===== src/rtl/stage_ex_mul_if.sv =====
// ID/EX/MA signal bundle for the RV32 execute stage (stage_ex_mul).
// slave: the execute stage itself; master: the surrounding ID/MA side.
interface stage_ex_mul_if;
    logic [31:0] PC_I;
    logic        Done_I;
    logic [31:0] A_I;
    logic [31:0] B_I;
    logic [3:0]  ALU_op;
    logic        Is_Mul;
    logic [1:0]  Mul_Fn;
    logic [5:0]  Mem_Ctrl_I;
    logic [31:0] Mem_wdata_I;
    logic [4:0]  RF_waddr_I;
    logic [2:0]  Funct3_I;
    logic        MA_Busy;

    logic [31:0] PC_O;
    logic        Done_O;
    logic [31:0] Result_O;
    logic [5:0]  Mem_Ctrl_O;
    logic [31:0] Mem_wdata_O;
    logic [4:0]  RF_waddr_O;
    logic [2:0]  Funct3_O;
    logic        Feedback_EX_Busy;

    modport slave (
        input  PC_I, Done_I, A_I, B_I, ALU_op, Is_Mul, Mul_Fn,
               Mem_Ctrl_I, Mem_wdata_I, RF_waddr_I, Funct3_I, MA_Busy,
        output PC_O, Done_O, Result_O, Mem_Ctrl_O, Mem_wdata_O,
               RF_waddr_O, Funct3_O, Feedback_EX_Busy
    );

    modport master (
        output PC_I, Done_I, A_I, B_I, ALU_op, Is_Mul, Mul_Fn,
               Mem_Ctrl_I, Mem_wdata_I, RF_waddr_I, Funct3_I, MA_Busy,
        input  PC_O, Done_O, Result_O, Mem_Ctrl_O, Mem_wdata_O,
               RF_waddr_O, Funct3_O, Feedback_EX_Busy
    );
endinterface


===== src/rtl/stage_ex_mul.sv =====
// RV32 execute stage: single-cycle ALU plus iterative radix-2 RV32M multiplier.
// Optional MUL_EARLY_OUT_EN ends a multiply once the remaining multiplier bits are zero.
module stage_ex_mul #(
    parameter int MUL_ITER = 32
) (
    input  logic               clk,
    input  logic               rst,
    stage_ex_mul_if.slave      bus,
    output logic [2:0]         o_dbg_state
);
    // Handshake: Done_I is sampled only in s_IDLE (ID holds off while
    // Feedback_EX_Busy=1); Done_O is a one-cycle pulse issued only when MA_Busy=0.

    typedef enum logic [2:0] {
        S_IDLE = 3'b001,
        S_MUL  = 3'b010,
        S_OUT  = 3'b100
    } state_t;

    localparam logic [4:0] LAST_CNT = 5'(MUL_ITER - 1);

    state_t      r_state;
    logic        r_done;
    logic [31:0] r_pc;
    logic [31:0] r_result;
    logic [5:0]  r_mem_ctrl;
    logic [31:0] r_mem_wdata;
    logic [4:0]  r_waddr;
    logic [2:0]  r_funct3;

    logic [31:0] r_mcand;
    logic [31:0] r_mplier;
    logic [63:0] r_acc;
    logic [4:0]  r_cnt;
    logic        r_neg;
    logic [1:0]  r_fn;

    logic [31:0] w_alu;
    logic        w_sa;
    logic        w_sb;
    logic [31:0] w_abs_a;
    logic [31:0] w_abs_b;
    logic [63:0] w_addend;
    logic [63:0] w_acc_next;
    logic [63:0] w_prod;
    logic [31:0] w_mul_res;
    logic [31:0] w_mplier_next;
    logic        w_mul_last;

    always_comb begin
        w_alu = 32'd0;
        case (bus.ALU_op)
            4'd0:  w_alu = bus.A_I + bus.B_I;
            4'd1:  w_alu = bus.A_I - bus.B_I;
            4'd2:  w_alu = bus.A_I << bus.B_I[4:0];
            4'd3:  w_alu = {31'd0, $signed(bus.A_I) < $signed(bus.B_I)};
            4'd4:  w_alu = {31'd0, bus.A_I < bus.B_I};
            4'd5:  w_alu = bus.A_I ^ bus.B_I;
            4'd6:  w_alu = bus.A_I >> bus.B_I[4:0];
            4'd7:  w_alu = $unsigned($signed(bus.A_I) >>> bus.B_I[4:0]);
            4'd8:  w_alu = bus.A_I | bus.B_I;
            4'd9:  w_alu = bus.A_I & bus.B_I;
            4'd10: w_alu = bus.B_I;
            default: w_alu = 32'd0;
        endcase
    end

    // Operands are reduced to magnitudes; the sign is reapplied on the final edge.
    // |0x80000000| stays 0x80000000 and is read as unsigned.
    assign w_sa    = ((bus.Mul_Fn == 2'd1) || (bus.Mul_Fn == 2'd2)) && bus.A_I[31];
    assign w_sb    = (bus.Mul_Fn == 2'd1) && bus.B_I[31];
    assign w_abs_a = w_sa ? (32'd0 - bus.A_I) : bus.A_I;
    assign w_abs_b = w_sb ? (32'd0 - bus.B_I) : bus.B_I;

    assign w_addend      = r_mplier[0] ? ({32'd0, r_mcand} << r_cnt) : 64'd0;
    assign w_acc_next    = r_acc + w_addend;
    assign w_prod        = r_neg ? (64'd0 - w_acc_next) : w_acc_next;
    assign w_mul_res     = (r_fn == 2'd0) ? w_prod[31:0] : w_prod[63:32];
    assign w_mplier_next = {1'b0, r_mplier[31:1]};

`ifdef MUL_EARLY_OUT_EN
    assign w_mul_last = (r_cnt == LAST_CNT) || (w_mplier_next == 32'd0);
`else
    assign w_mul_last = (r_cnt == LAST_CNT);
`endif

    always_ff @(posedge clk) begin
        if (rst) begin
            r_state    <= S_IDLE;
            r_done     <= 1'b0;
            r_waddr    <= 5'd0;
            r_mem_ctrl <= 6'd0;
        end else begin
            r_done <= 1'b0;
            case (r_state)
                S_IDLE: begin
                    if (bus.Done_I) begin
                        r_pc        <= bus.PC_I;
                        r_mem_ctrl  <= bus.Mem_Ctrl_I;
                        r_mem_wdata <= bus.Mem_wdata_I;
                        r_waddr     <= bus.RF_waddr_I;
                        r_funct3    <= bus.Funct3_I;
                        r_fn        <= bus.Mul_Fn;
                        if (!bus.Is_Mul) begin
                            r_result <= w_alu;
                            r_state  <= S_OUT;
                        end else begin
                            r_mcand  <= w_abs_a;
                            r_mplier <= w_abs_b;
                            r_acc    <= 64'd0;
                            r_cnt    <= 5'd0;
                            r_neg    <= w_sa ^ w_sb;
`ifdef MUL_EARLY_OUT_EN
                            if (w_abs_b == 32'd0) begin
                                r_result <= 32'd0;
                                r_state  <= S_OUT;
                            end else begin
                                r_state  <= S_MUL;
                            end
`else
                            r_state  <= S_MUL;
`endif
                        end
                    end
                end
                S_MUL: begin
                    r_acc    <= w_acc_next;
                    r_mplier <= w_mplier_next;
                    r_cnt    <= r_cnt + 5'd1;
                    if (w_mul_last) begin
                        r_result <= w_mul_res;
                        r_state  <= S_OUT;
                    end
                end
                S_OUT: begin
                    if (!bus.MA_Busy) begin
                        r_done  <= 1'b1;
                        r_state <= S_IDLE;
                    end
                end
                default: r_state <= S_IDLE;
            endcase
        end
    end

    assign bus.PC_O             = r_pc;
    assign bus.Done_O           = r_done;
    assign bus.Result_O         = r_result;
    assign bus.Mem_Ctrl_O       = r_mem_ctrl;
    assign bus.Mem_wdata_O      = r_mem_wdata;
    assign bus.RF_waddr_O       = r_waddr;
    assign bus.Funct3_O         = r_funct3;
    assign bus.Feedback_EX_Busy = !rst && (r_state != S_IDLE);
    assign o_dbg_state          = r_state;

endmodule

===== src/flat_wrapper.sv =====
// flat-port wrapper written by rule: the top's interface ports become plain ports
module stage_ex_mul_flat 
#(
    parameter int MUL_ITER = 32
)
  (clk, rst, o_dbg_state, bus_PC_I, bus_Done_I, bus_A_I, bus_B_I, bus_ALU_op, bus_Is_Mul, bus_Mul_Fn, bus_Mem_Ctrl_I, bus_Mem_wdata_I, bus_RF_waddr_I, bus_Funct3_I, bus_MA_Busy, bus_PC_O, bus_Done_O, bus_Result_O, bus_Mem_Ctrl_O, bus_Mem_wdata_O, bus_RF_waddr_O, bus_Funct3_O, bus_Feedback_EX_Busy);
  stage_ex_mul_if bus_i ();
  input  logic clk;
  input  logic rst;
  output logic [2:0] o_dbg_state;
  input wire logic [$bits(bus_i.PC_I)-1:0] bus_PC_I;
  input wire logic [$bits(bus_i.Done_I)-1:0] bus_Done_I;
  input wire logic [$bits(bus_i.A_I)-1:0] bus_A_I;
  input wire logic [$bits(bus_i.B_I)-1:0] bus_B_I;
  input wire logic [$bits(bus_i.ALU_op)-1:0] bus_ALU_op;
  input wire logic [$bits(bus_i.Is_Mul)-1:0] bus_Is_Mul;
  input wire logic [$bits(bus_i.Mul_Fn)-1:0] bus_Mul_Fn;
  input wire logic [$bits(bus_i.Mem_Ctrl_I)-1:0] bus_Mem_Ctrl_I;
  input wire logic [$bits(bus_i.Mem_wdata_I)-1:0] bus_Mem_wdata_I;
  input wire logic [$bits(bus_i.RF_waddr_I)-1:0] bus_RF_waddr_I;
  input wire logic [$bits(bus_i.Funct3_I)-1:0] bus_Funct3_I;
  input wire logic [$bits(bus_i.MA_Busy)-1:0] bus_MA_Busy;
  output wire logic [$bits(bus_i.PC_O)-1:0] bus_PC_O;
  output wire logic [$bits(bus_i.Done_O)-1:0] bus_Done_O;
  output wire logic [$bits(bus_i.Result_O)-1:0] bus_Result_O;
  output wire logic [$bits(bus_i.Mem_Ctrl_O)-1:0] bus_Mem_Ctrl_O;
  output wire logic [$bits(bus_i.Mem_wdata_O)-1:0] bus_Mem_wdata_O;
  output wire logic [$bits(bus_i.RF_waddr_O)-1:0] bus_RF_waddr_O;
  output wire logic [$bits(bus_i.Funct3_O)-1:0] bus_Funct3_O;
  output wire logic [$bits(bus_i.Feedback_EX_Busy)-1:0] bus_Feedback_EX_Busy;
  assign bus_i.PC_I = bus_PC_I;
  assign bus_i.Done_I = bus_Done_I;
  assign bus_i.A_I = bus_A_I;
  assign bus_i.B_I = bus_B_I;
  assign bus_i.ALU_op = bus_ALU_op;
  assign bus_i.Is_Mul = bus_Is_Mul;
  assign bus_i.Mul_Fn = bus_Mul_Fn;
  assign bus_i.Mem_Ctrl_I = bus_Mem_Ctrl_I;
  assign bus_i.Mem_wdata_I = bus_Mem_wdata_I;
  assign bus_i.RF_waddr_I = bus_RF_waddr_I;
  assign bus_i.Funct3_I = bus_Funct3_I;
  assign bus_i.MA_Busy = bus_MA_Busy;
  assign bus_PC_O = bus_i.PC_O;
  assign bus_Done_O = bus_i.Done_O;
  assign bus_Result_O = bus_i.Result_O;
  assign bus_Mem_Ctrl_O = bus_i.Mem_Ctrl_O;
  assign bus_Mem_wdata_O = bus_i.Mem_wdata_O;
  assign bus_RF_waddr_O = bus_i.RF_waddr_O;
  assign bus_Funct3_O = bus_i.Funct3_O;
  assign bus_Feedback_EX_Busy = bus_i.Feedback_EX_Busy;
  stage_ex_mul #(.MUL_ITER(MUL_ITER)) u_core (.clk(clk), .rst(rst), .bus(bus_i), .o_dbg_state(o_dbg_state));
endmodule

===== config.mk =====
export PLATFORM = sky130hd
export DESIGN_NAME = stage_ex_mul_flat
export DESIGN_NICKNAME = d
export VERILOG_FILES = /design/src/rtl/stage_ex_mul_if.sv /design/src/rtl/stage_ex_mul.sv /design/src/flat_wrapper.sv
export SDC_FILE = /design/constraint.sdc
export NUM_CORES = 1
export LEC_CHECK = 0
export CAP_MARGIN = 20
export CORE_MARGIN = 2
export CORE_UTILIZATION = 38
export CTS_CLUSTER_SIZE = 25
export DETAILED_ROUTE_END_ITERATION = 8
export SYNTH_ARGS = -nofsm -noshare
export SYNTH_HDL_FRONTEND = slang
export SYNTH_SLANG_ARGS = --single-unit

===== constraint.sdc =====
create_clock -name clk -period 9.1 [get_ports clk]
set_input_delay 1.365 -clock clk [delete_from_list [all_inputs] [get_ports clk]]
set_output_delay 1.365 -clock clk [all_outputs]
set_load 0.005 [all_outputs]

==> results of run 1 <==
-- registers in the layout, summed over array words and instances, names as in the netlist, 5 cells and up --
| name | count |
|---|---|
| u_core.bus.PC_O | 32 |
| u_core.bus.RF_waddr_O | 5 |
| u_core.r_cnt | 5 |
| u_core.bus.Result_O | 32 |
| u_core.r_mcand | 32 |
| u_core.r_acc | 64 |
| u_core.r_mplier | 32 |
| u_core.bus.Mem_wdata_O | 32 |
| u_core.bus.Mem_Ctrl_O | 6 |
-- stage by stage --
stage                     power (mW)  cell area, um2  std cells  utilization  setup slack (ns)
after floorplan                2.125           26940       3329            -             2.548
after global placement         2.639           30430       4376       0.4338             1.974
after detailed placement       2.636           30440       4378       0.4339             1.973
after CTS                      3.912           31450       4434       0.4483             1.929
after global routing           4.073           31450       4434       0.4483             1.512
final                          3.926           31450       4434       0.4483             1.729
-- cells in the mapped netlist (all sizes together) (44+ instances only) --
cell type | n | share of area
xnor2 | 108 | 0.035
ha | 166 | 0.077
mux2i | 93 | 0.035
a21oi | 289 | 0.055
buf | 46 | 0.0075
edfxtp | 235 | 0.26
nand4 | 49 | 0.012
nor3 | 80 | 0.015
o211ai | 46 | 0.013
clkbuf | 175 | 0.024
nor2 | 384 | 0.054
inv | 113 | 0.016
o21ai | 280 | 0.052
nand2 | 357 | 0.050
mux4 | 44 | 0.037
nand3 | 78 | 0.015
-- worst max path at each step --
stage	start	endpoint	slack (ns)	depth (start not counted)
after floorplan	rst	u_core.r_acc[0]	2.55	3
final	u_core.r_cnt[0]	u_core.bus.Result_O[15]	1.73	18
after global placement	u_core.r_cnt[0]	u_core.bus.Result_O[15]	1.97	18
after global routing	u_core.r_cnt[0]	u_core.bus.Result_O[15]	1.51	20
after detailed placement	u_core.r_cnt[0]	u_core.bus.Result_O[15]	1.97	18
after CTS	u_core.r_cnt[0]	u_core.bus.Result_O[15]	1.93	18
-- area by class of cell --
| cell class | instances | area share |
|---|---|---|
| Clock buffer | 38 | 0.02550 |
| Clock inverter | 18 | 0.006604 |
| Sequential cell | 250 | 0.2339 |
| Inverter | 115 | 0.01373 |
| Multi-Input combinational cell | 2743 | 0.5836 |
| Tap cell | 940 | 0.03740 |
| Timing Repair Buffer | 330 | 0.09918 |
-- metal layers --
metal  wire, um  part of all wire  vias up
met4       6058             0.051       10
li1           -                 -    12740
met2      53050              0.45     1513
met3      10330             0.087      269
met1      49000              0.41    13390
met5         65           0.00055        -
-- power by group through the flow --
| stage | clock network [mW] | logic (mW) | registers (mW) |
|---|---|---|---|
| final | 1.27 | 1.31 | 1.35 |
| after global routing | 1.33 | 1.39 | 1.35 |
| after CTS | 1.29 | 1.27 | 1.35 |
| after detailed placement | 0 | 1.26 | 1.37 |
| after global placement | 0 | 1.27 | 1.37 |
| after floorplan | 0 | 0.754 | 1.37 |
-- cell usage in the layout, fill, tap and decap left out, types with 37 or more instances in the layout --
cell and count:
a21o_1 42, a21oi_1 282, a31oi_1 38, buf_4 61, clkdlybuf4s50_1 263, edfxtp_1 235, ha_1 166, inv_1 112
mux2i_1 93, mux4_2 44, nand2_1 357, nand3_1 76, nand4_1 46, nor2_1 377, nor3_1 78, o211ai_1 45
o21a_1 37, o21ai_0 256, o22ai_1 38, xnor2_1 107, xor2_1 42
-- worst max-delay path, cell delays in order (launching register included) --
cell and delay, ns:
edfxtp_1 0.37, buf_4 0.53, mux4_2 0.59, mux2_2 0.30
o21ai_0 0.34, o22ai_1 0.20, ha_1 0.47, nand4_1 0.23
nor4_1 0.50, a22oi_1 0.24, a311oi_1 0.77, nor2_1 0.18
xor2_1 0.45, o31ai_1 0.31, nor4b_4 0.50, nand4_4 0.28
mux2i_1 0.21, a2111oi_0 0.53, a31o_2 0.25
-- kinds of logic after synthesis --
kind of cell / after synthesis / synth area share
xor gates and xnor gates: 151 / 0.04965
muxes: 158 / 0.08026
and+or+nand+nor: 1180 / 0.2063
adders and majority gates: 169 / 0.07933
AOI/OAI and AO/OA: 1085 / 0.2635
buffers and inverters: 336 / 0.04789
DFF: 250 / 0.2731
==> impl_metrics.toml, run 1 <==
[floorplanning]
die_h_um = 270.3
initial_utilization = 0.3840
fp-row-count = 97
ios = 268
die_w_um = 270.3
coreArea_mm2 = 0.07015
die-area_mm2 = 0.07304

[clocking]
cts-resized-gates = 0
cts_setup_buffers = 0
worstSkewPairLatency_ns = 0.60
clkTransAtPathRegs_ns = 0.07
cts_made_buffers = 31
hold_buffers = 0
cts_buffer_depth = 3
cts.sinks = 250
cts_root_buf = "clkbuf_16"
tritoncts = "built"
htreeDepth = 1

[pwr]
p_int_mw = 2.527
power_density_mw_per_mm2 = 124.8
switching_share = 0.3562
switchingPower_mw = 1.398
p_seq_frac = 0.343
p_clk_frac = 0.324
irDropWorstVdd_mv = 0.1513
p_comb_frac = 0.333
p_leak_nw = 11.67

[min_path]
hold_depth = 2
hold_path.startpoint = "u_core.bus.RF_waddr_O[3]"
hold_end = "u_core.bus.RF_waddr_O[3]"
hold_class = "flop to flop"

[run]
maxCapViolations = 0

[timing]
fmaxAchievable_ghz = 0.1357
tns_ns = 0
drv_slew = 0
skew_ns = 0.02815
setup_viol = 0
max-slew-margin-rel = 0.2496
timing.final.crit_share = 0.8100
rsz0062_at_grt = "false"
worst_pin_slew_ns = 1.123
hold_ws_ns = 0.4525
fin_crit_ns = 7.371
hold_viol_final = 0

[synth]
syn_area_per_cell_um2 = 8.092
syn_inst = 3329
synthArstFlopShare = 0
synth_edf_count = 235
ys_ff_latch = 250
synth_warnings = 0
synth-seq-area-share = 0.2731
synth_cell_type_count = 108
synth_area_mm2 = 0.02694
synth_nets = 3651
synth_flop_cell = "edfxtp_1"

[global_routing]
grt_usage = 0.3129
gr-total-overflow = 0
grt_pass1_vias = 25970
met1_usage = 0.4220
grt_max_degree = 92
grt_pass1_wl_um = 174500
antenna_found_initial = 6
grt_use_met2 = 0.4943
met3_usage = 0.04748
busiest_layer = "met2"

[final_layout]
final_net_count = 3793
fillers = 7110
seq_area_mm2 = 0.007357
drive_above_1_share = 0.07499
areaGrowthSynthToFinish_pct = 16.74
antennaDiodeCount = 0
multiInputGateArea_mm2 = 0.01836

[drt]
drtIter0Drc = 3872
drc = 0
postRouteAntennaNets = 0
via_per_inst = 6.297
routedWlPerCell_um = 26.73
via_count = 27920
dr.pass1.iters = 6
finalWirelength_um = 118500

[placement]
hpwl_um = 93280
portBuffers = 267
gp_congestion = 1.033

[setup_path]
critPathMaxFanout = 42
required_ns = 9.55
end_kind = "flop"
critPathLaunchType = "flop"
r2r_slack_ns = 1.73
reg2reg_to = "u_core.bus.Result_O[15]"
cp.arrival_ns = 7.82
regToRegStartpoint = "u_core.r_cnt[0]"
critPathKind = "flop to flop"
rr_worst_depth = 18

[run_status]
status = "complete, no violations"
Note: power is estimated with default switching activity, not from simulation.
==> inputs of run 2 (changes only) <==
==> constraint.sdc (replaced) <==
create_clock -name clk -period 7.16 [get_ports clk]
set_input_delay 1.074 -clock clk [delete_from_list [all_inputs] [get_ports clk]]
set_output_delay 1.074 -clock clk [all_outputs]
set_load 0.005 [all_outputs]
==> impl_metrics.toml, run 2 (synthesis results as in run 1) <==
[timing]
hold_ws_ns = 0.4511
tns_ns = 0
final.setup.worst_slack_ns = 0.6369
setup_viol = 0
worst_pin_slew_ns = 1.146
fmaxAchievable_ghz = 0.1533
timing.final.crit_share = 0.9110
max-slew-margin-rel = 0.2281
fin_crit_ns = 6.523
hold_viol_final = 0
rsz0062_at_grt = "false"
skew_ns = 0.04235
drv_slew = 0

[clocking]
tritoncts = "built"
clkTransAtPathRegs_ns = 0.06
worstSkewPairLatency_ns = 0.57
cts_buffer_depth = 3
cts_root_buf = "clkbuf_16"
cts_setup_buffers = 0
cts-resized-gates = 0
cts.sinks = 250
cts_made_buffers = 35
htreeDepth = 2
hold_buffers = 0

[floorplanning]
initial_utilization = 0.3840
ios = 268
coreArea_mm2 = 0.07015
fp-row-count = 97
die_w_um = 270.3
die_h_um = 270.3
die-area_mm2 = 0.07304

[pwr]
irDropWorstVdd_mv = 0.1730
power_density_mw_per_mm2 = 163.5
p_leak_nw = 12.00

[final_layout]
top_register = "u_core.r_acc"
largest_reg_flops = 64
final_util = 0.4569
layout_commonest_cell = "nor2_1"
final_net_count = 3845
final_cell_mix = "378 x nor2_1, 357 x nand2_1, 282 x a21oi_1, 263 x clkdlybuf4s50_1, 256 x o21ai_0"
areaGrowthSynthToFinish_pct = 18.98
drive_above_1_share = 0.08906

[min_path]
hold_class = "flop to flop"
hold_depth = 2

[placement]
pre_cts_slack_ns = 0.7730
gp_congestion = 1.020
hpwl_um = 95940
portBuffers = 267

[setup_path]
worstPathCellList = "buf_12 -> mux4_2 -> mux2_2 -> o21ai_0 -> mux2i_1 -> and2_1 -> ha_1 -> nand2_1 -> nor2_1 -> a21o_1 -> a21o_1 -> mux2_2 -> o41a_1 -> a211oi_1 -> and4_1 -> nand4_2 -> o31ai_1 -> xor2_1 -> o221ai_1"
rr_worst_depth = 19
worst-path-buf-inv = 1
end_kind = "flop"
max_stage_delay_ns = 0.55
cp.arrival_ns = 6.78
cpMaxStageDelayCell = "mux4_2"
critPathLaunchType = "flop"
critical-path-top-delay-family = "compound AO/OA/AOI/OAI gates"
worstSetupPathDepth = 19
critPathMaxFanout = 44
required_ns = 7.42
critPathKind = "flop to flop"

[drt]
routedWlPerCell_um = 27.10
finalWirelength_um = 121700
via_count = 28500
postRouteAntennaNets = 0
drc = 0
via_per_inst = 6.348
drtIter0Drc = 3802
dr.pass1.iters = 6

[global_routing]
gr-total-overflow = 0
grt_pass1_wl_um = 177700
grt_pass1_vias = 26430
grt_usage = 0.3217
grt_max_degree = 102
antenna_found_initial = 5

[run]
maxCapViolations = 0

[run_status]
status = "complete, no violations"
## run 2: worst paths after layout
kind / startpoint / to / slack, ns
worst max-delay path: u_core.r_cnt[0] / u_core.bus.Result_O[22] / 0.64
worst min-delay path: u_core.bus.Mem_Ctrl_O[4] / u_core.bus.Mem_Ctrl_O[4] / 0.45
worst max register to register: u_core.r_cnt[0] / u_core.bus.Result_O[22] / 0.64
worst min register to register: u_core.bus.Mem_Ctrl_O[4] / u_core.bus.Mem_Ctrl_O[4] / 0.45
## run 2: layout make-up
class | count | area (um2)
tap | 940 | 1176
clock inverter | 18 | 219.0
clock buffer | 44 | 962.2
antenna | 2 | 5.005
inverter | 115 | 431.7
sequential | 250 | 7357
timing repair buffer | 378 | 3548
fill | 7125 | 38100
multi-input combinational | 2743 | 18350
## run 2: where the power goes
part / total (mW) / switching, mW / internal [mW]
combinational: 1.70 / 1.09 / 0.617
sequential: 1.71 / 0.0294 / 1.68
clock: 1.83 / 0.749 / 1.08
total: 5.24 / 1.86 / 3.38
## run 2: stage by stage
step / area, um2 / std cells / power [mW]
final: 32050 / 4490 / 5.239
after global routing: 32050 / 4488 / 5.430
after CTS: 32030 / 4487 / 5.227
after detailed placement: 30850 / 4425 / 3.385
after global placement: 30830 / 4424 / 3.388
after floorplan: 26940 / 3329 / 2.701
## run 2: worst register-to-register path, cell delays in order, from the launching register on
cell and delay (ns):
edfxtp_1 0.37, buf_12 0.27, mux4_2 0.56, mux2_2 0.29
o21ai_0 0.27, mux2i_1 0.17, and2_1 0.21, ha_1 0.46
nand2_1 0.15, nor2_1 0.43, a21o_1 0.32, a21o_1 0.33
mux2_2 0.38, o41a_1 0.20, a211oi_1 0.45, and4_1 0.43
nand4_2 0.26, o31ai_1 0.37, xor2_1 0.20, o221ai_1 0.12
## run 2: routing by layer
layer	global-route usage	part of all wire
met1	0.4234	0.40
met2	0.5144	0.45
met3	0.04792	0.091
met4	0.1611	0.058
met5	0	0.00016
